[config.mk]
export PLATFORM = sky130hd
export DESIGN_NAME = pluck_exciter
export DESIGN_NICKNAME = d
export VERILOG_FILES = /design/src/rtl/ks_pkg.sv /design/src/rtl/lfsr32_galois.sv /design/src/rtl/pluck_exciter.sv
export SDC_FILE = /design/constraint.sdc
export NUM_CORES = 1
export LEC_CHECK = 0
export CAP_MARGIN = 20
export CORE_ASPECT_RATIO = 1.75
export CORE_MARGIN = 3
export CORE_UTILIZATION = 50
export CTS_BUF_LIST = sky130_fd_sc_hd__clkbuf_8
export CTS_CLUSTER_DIAMETER = 80
export CTS_CLUSTER_SIZE = 12
export DETAILED_ROUTE_END_ITERATION = 8
export HOLD_SLACK_MARGIN = 0.06
export PLACE_DENSITY = 0.83
export REMOVE_ABC_BUFFERS = 1
export SLEW_MARGIN = 5
export SYNTH_ARGS = -nofsm -noshare
export SYNTH_HDL_FRONTEND = slang
export SYNTH_SLANG_ARGS = --single-unit
export TNS_END_PERCENT = 100
[constraint.sdc]
create_clock -name clk -period 2.7 [get_ports clk]
set_input_delay 0.81 -clock clk [delete_from_list [all_inputs] [get_ports clk]]
set_output_delay 0.81 -clock clk [all_outputs]
set_load 0.01 [all_outputs]
[src/rtl/ks_pkg.sv]
// Shared definitions for the Karplus-Strong excitation path.
package ks_pkg;

    localparam int          DATA_W    = 32;
    localparam int          LEN_W     = 10;
    localparam logic [31:0] LFSR_SEED = 32'h1234_5678;
    localparam logic [31:0] LFSR_POLY = 32'h8020_0003;

    typedef enum logic {
        IDLE  = 1'b0,
        BURST = 1'b1
    } state_t;

    // One right-shifting Galois step: the bit shifted out selects the feedback mask.
    function automatic logic [31:0] galois_step(input logic [31:0] x, input logic [31:0] poly);
        galois_step = {1'b0, x[31:1]} ^ (x[0] ? poly : 32'h0000_0000);
    endfunction

endpackage

[src/rtl/lfsr32_galois.sv]
// 32-bit Galois LFSR noise source; advances only when en is high.
module lfsr32_galois #(
    parameter logic [31:0] POLY = ks_pkg::LFSR_POLY,
    parameter logic [31:0] SEED = ks_pkg::LFSR_SEED
) (
    input  logic        clk,
    input  logic        reset_n,
    input  logic        en,
    output logic [31:0] q
);
    import ks_pkg::*;

    logic [31:0] lfsr_q;
    logic [31:0] lfsr_d;

    // Next value: hold unless enabled.
    always_comb begin
        lfsr_d = lfsr_q;
        if (en) begin
            lfsr_d = galois_step(lfsr_q, POLY);
        end
    end

    // State register; reset (active-high) reloads the non-zero seed.
    always_ff @(posedge clk) begin
        if (reset_n) begin
            lfsr_q <= SEED;
        end else begin
            lfsr_q <= lfsr_d;
        end
    end

    assign q = lfsr_q;

endmodule

[src/rtl/pluck_exciter.sv]
// Pluck burst generator: drives trig and scaled LFSR noise into the delay line.
module pluck_exciter #(
    parameter int          DATA_W    = ks_pkg::DATA_W,
    parameter int          LEN_W     = ks_pkg::LEN_W,
    parameter logic [31:0] LFSR_SEED = ks_pkg::LFSR_SEED,
    parameter logic [31:0] LFSR_POLY = ks_pkg::LFSR_POLY
) (
    input  logic                     clk,
    input  logic                     reset_n,
    input  logic                     sample_en,
    input  logic                     pluck,
    input  logic [LEN_W-1:0]         shift_register_length,
    input  logic [3:0]               velocity,
    output logic                     trig,
    output logic signed [DATA_W-1:0] dnoise,
    output logic                     busy,
    output logic                     done
);
    import ks_pkg::*;

    state_t                   state_q, state_d;
    logic [LEN_W-1:0]         cnt_q, cnt_d;
    logic [3:0]               vel_q, vel_d;
    logic signed [DATA_W-1:0] dnoise_q, dnoise_d;
    logic                     done_q, done_d;
    logic [31:0]              lfsr_q;
    logic [31:0]              lfsr_next;
    logic                     lfsr_en;

    // Amplitude scaling: arithmetic shift keeps the noise sign.
    function automatic logic signed [DATA_W-1:0] scale(input logic [31:0] x, input logic [3:0] sh);
        logic signed [31:0] s;
        s = $signed(x) >>> sh;
        return DATA_W'(s);
    endfunction

    assign lfsr_en   = (state_q == BURST) && sample_en;
    assign lfsr_next = galois_step(lfsr_q, LFSR_POLY);

    lfsr32_galois #(
        .POLY (LFSR_POLY),
        .SEED (LFSR_SEED)
    ) u_lfsr (
        .clk     (clk),
        .reset_n (reset_n),
        .en      (lfsr_en),
        .q       (lfsr_q)
    );

    // Next-state logic: accept plucks, count strobes, retrigger and finish bursts.
    always_comb begin
        state_d  = state_q;
        cnt_d    = cnt_q;
        vel_d    = vel_q;
        dnoise_d = dnoise_q;
        done_d   = 1'b0;
        case (state_q)
            IDLE: begin
                if (pluck) begin
                    if (shift_register_length != '0) begin
                        state_d  = BURST;
                        cnt_d    = shift_register_length;
                        vel_d    = velocity;
                        dnoise_d = scale(lfsr_q, velocity);
                    end else begin
                        done_d = 1'b1;
                    end
                end
            end
            BURST: begin
                if (pluck) begin
                    // Retrigger wins over a coincident final strobe; a zero length aborts.
                    if (shift_register_length != '0) begin
                        cnt_d = shift_register_length;
                        vel_d = velocity;
                        if (sample_en) begin
                            dnoise_d = scale(lfsr_next, velocity);
                        end
                    end else begin
                        state_d  = IDLE;
                        cnt_d    = '0;
                        dnoise_d = '0;
                        done_d   = 1'b1;
                    end
                end else if (sample_en) begin
                    if (cnt_q == LEN_W'(1)) begin
                        state_d  = IDLE;
                        cnt_d    = '0;
                        dnoise_d = '0;
                        done_d   = 1'b1;
                    end else begin
                        cnt_d    = cnt_q - LEN_W'(1);
                        dnoise_d = scale(lfsr_next, vel_q);
                    end
                end
            end
            default: begin
                state_d = IDLE;
            end
        endcase
    end

    // State and output registers; reset aborts any burst without a done pulse.
    always_ff @(posedge clk) begin
        if (reset_n) begin
            state_q  <= IDLE;
            cnt_q    <= '0;
            vel_q    <= '0;
            dnoise_q <= '0;
            done_q   <= 1'b0;
        end else begin
            state_q  <= state_d;
            cnt_q    <= cnt_d;
            vel_q    <= vel_d;
            dnoise_q <= dnoise_d;
            done_q   <= done_d;
        end
    end

    assign trig   = (state_q == BURST);
    assign busy   = (state_q == BURST);
    assign dnoise = dnoise_q;
    assign done   = done_q;

endmodule

==> flow_summary.yaml <==
outcome:
  outcome: "finished, final reports clean"
sta:
  finalMaxSlewViolations: 0
  holdWs_ps: 467
  hold_violations: 0
  rsz0062_at_grt: "yes"
  slew-limit-headroom_pct: 59.0
  fin_skew_ps: 24.9
  worst_pin_slew_ps: 615
  fin_crit_ps: 2620
  fmax_mhz: 382
  fin_crit_sh_pct: 96.9
  setup_viol_count_final: 0
floorplan:
  fp.dieH_um: 170
  die_area_um2: 17000
  ios: 53
  core_area_um2: 15000
  num_rows: 59
  die_w_um: 99.7
  initial_core_util_pct: 51.3
clock_network:
  htreeDepth: 3
  cts_buffer_depth: 2
  cts.sinks: 80
  tritoncts: "done"
  clock_latency_ps: 380
  cts.reportedPaths.clkPinSlew_ps: 80
  cts_root_buffer: "clkbuf_8"
  cts-buffers-inserted: 9
  ctsHoldBuffers: 0
power_and_ir_drop:
  irDropWorstVdd_uv: 281
  switching_share_pct: 36.5
  p_leak_nw: 3.84
  p_clk_share_pct: 25.7
  seqPwrFrac_pct: 34.7
  internal_power_mw: 2.52
  p_total_mw: 3.97
  p_per_area_nw_per_um2: 414
  p_switching_mw: 1.45
  p_comb_share_pct: 39.6
grt:
  grt_pass1_wl_mm: 48.6
  grt.overflow.total: 0
  grt_usage_pct: 37.5
  antenna_found_initial: 0
  grt_max_degree: 49
  first_global_vias: 8378
logic_synthesis:
  synth_edf_count: 0
  synth.avg_cell_area_um2: 8.20
  ys_seq_elements: 80
  synth-async-reset-ratio_pct: 0
  synth_top_flop_cell: "dfxtp_1"
  synth.distinct_cells: 79
  synth_area_um2: 7680
  synth_warnings: 0
  yosysSeqAreaShare_pct: 20.8
  syn_inst: 937
layout:
  n_fill_cell: 1342
  layout.nets: 1085
  multiInputGateArea_um2: 5570
  area_growth_pct: 24.8
  regArea_um2: 1600
  drive_gt1_share_pct: 29.8
  antennaDiodeCount: 0
  final_util_pct: 64.0
  fin_cells: 1251
  fin_area_um2: 9590
worst_setup_path:
  critPathRequiredTime_ps: 2960
  arrival_ps: 2870
  critPathKind: "in2reg"
  end_kind: "flop"
  start_kind: "primary input"
  cp_max_fo: 12
route:
  drt_first_pass_iters: 5
  vias: 8523
  drc_errors: 0
  drtAntennaViolNets: 0
  wl_per_cell_um: 25.2
  drt_iter0_drc: 890
  vias_per_cell: 6.81
  drt_wl_total_mm: 31.5
placed_design:
  dpl_cell_area_um2: 9270
  place_hpwl_mm: 24.0
  gp_congestion: 1.06
  dp.cells: 1236
  placement.io_buffers: 52
run:
  maxCapViolCount: 0
min_path:
  hold_class: "reg2reg"
flip-flops by register name, summed over array words and instances, names as in the netlist:
signal and cells:
vel_q 4, dnoise 32, done 1, u_lfsr.q 32
cnt_q 10, busy 1
power groups by stage:
stage	registers, mW	clock network, mW	logic (mW)
finish	1.38	1.02	1.57
global route	1.39	1.08	1.67
CTS	1.37	1.03	1.53
detailed placement	1.40	0	1.51
global placement	1.40	0	1.49
floorplan	1.42	0	0.709
per-layer routing:
metal | vias to the layer above | routed length [um] | global-route usage, %
met2 | 533 | 15000 | 62.8
met3 | 181 | 2200 | 5.29
met5 | - | 0 | 0
met4 | 0 | 3420 | 29.3
li1 | 3776 | - | -
met1 | 4033 | 10900 | 42.3
cell type report:
class	count	share of cell area [%]
clock buffers	9	1.29
clock inverters	5	0.861
inverters	14	0.548
multi-input cells	733	58.1
flip-flops and latches	80	16.7
well taps	183	2.39
repair buffers	227	20.1
placed cells by master, fill, tap and decap left out, types with 5 or more instances in the layout:
| cell | Yosys | final |
|---|---|---|
| mux4_2 | 56 | 56 |
| o211ai_1 | 10 | 10 |
| a31o_2 | 6 | 5 |
| a21oi_1 | 62 | 60 |
| a22oi_1 | 12 | 12 |
| mux2_2 | 30 | 30 |
| o31ai_1 | 10 | 9 |
| a211oi_1 | 21 | 20 |
| nor3_1 | 15 | 15 |
| dlymetal6s2s_1 | 0 | 6 |
| inv_1 | 10 | 10 |
| a31oi_1 | 9 | 9 |
| nand2_1 | 150 | 150 |
| a221oi_1 | 6 | 5 |
| dfxtp_1 | 80 | 79 |
| nand3_1 | 29 | 29 |
| nor4_1 | 5 | 5 |
| mux2i_1 | 42 | 41 |
| clkdlybuf4s50_1 | 0 | 39 |
| nand2b_1 | 11 | 11 |
| o21ai_0 | 49 | 47 |
| a21o_1 | 5 | 5 |
| nor2_1 | 67 | 66 |
| a22o_1 | 6 | 6 |
| a311oi_1 | 6 | 5 |
| a2111oi_2 | 4 | 6 |
| o32ai_1 | 7 | 7 |
| buf_4 | 12 | 166 |
| o22ai_1 | 10 | 10 |
| a211o_1 | 6 | 6 |
| buf_12 | 0 | 8 |
| nor2b_1 | 6 | 6 |
| clkbuf_8 | 0 | 9 |
| and2_1 | 17 | 16 |
critical path, stage by stage:
cell and delay [ps]:
clkdlybuf4s50_1 440, or4_4 530, o31ai_2 270, a31o_4 240, buf_12 140, buf_4 150, nor3b_1 60, a31o_1 220
repair_timing:
item,in CTS,in global routing
setup endpoints to repair,22,32
pin swaps,2,4
buffers inserted,1,0
gates resized for setup,15,15
stage by stage:
stage	setup slack, ps	setup TNS (ps)
2_1_floorplan	-435	-5050
3_3_place_gp	-509	-12570
3_5_place_dp	-608	-14840
4_1_cts	7.71	0
5_1_grt	-15.1	-15.1
6_report	82.6	0
final timing paths:
check / from / slack (ps) / endpoint / cells after the start
max: shift_register_length[8] / 80 / dnoise[11] / 8
min: dnoise[23] / 470 / dnoise[23] / 2
max reg2reg: u_lfsr.q[0] / 90 / dnoise[1] / 8
min reg2reg: dnoise[23] / 470 / dnoise[23] / 2
synth_stat cells, types with 11 or more instances:
cell      count  area [um2]
buf_4        12        90.1
mux2_2       30         338
buf_2        26         130
dfxtp_1      80        1600
and2_1       17         106
nand2_1     150         563
nand3_1      29         145
a22oi_1      12        90.1
mux4_2       56        1260
a211oi_1     21         158
nand2b_1     11        68.8
nor2_1       67         251
clkbuf_1     61         229
o21ai_0      49         245
mux2i_1      42         420
nor3_1       15        75.1
a21oi_1      62         310
cells by family after synthesis:
kind of cell | share of synthesized area, %
flops | 20.8
buf+inv | 7.75
simple gates | 18.7
mux | 26.5
xor+xnor | 0.782
fa+ha+maj | 0.326
compound gates | 25.1
No activity file was read; power rests on OpenSTA's default activity.
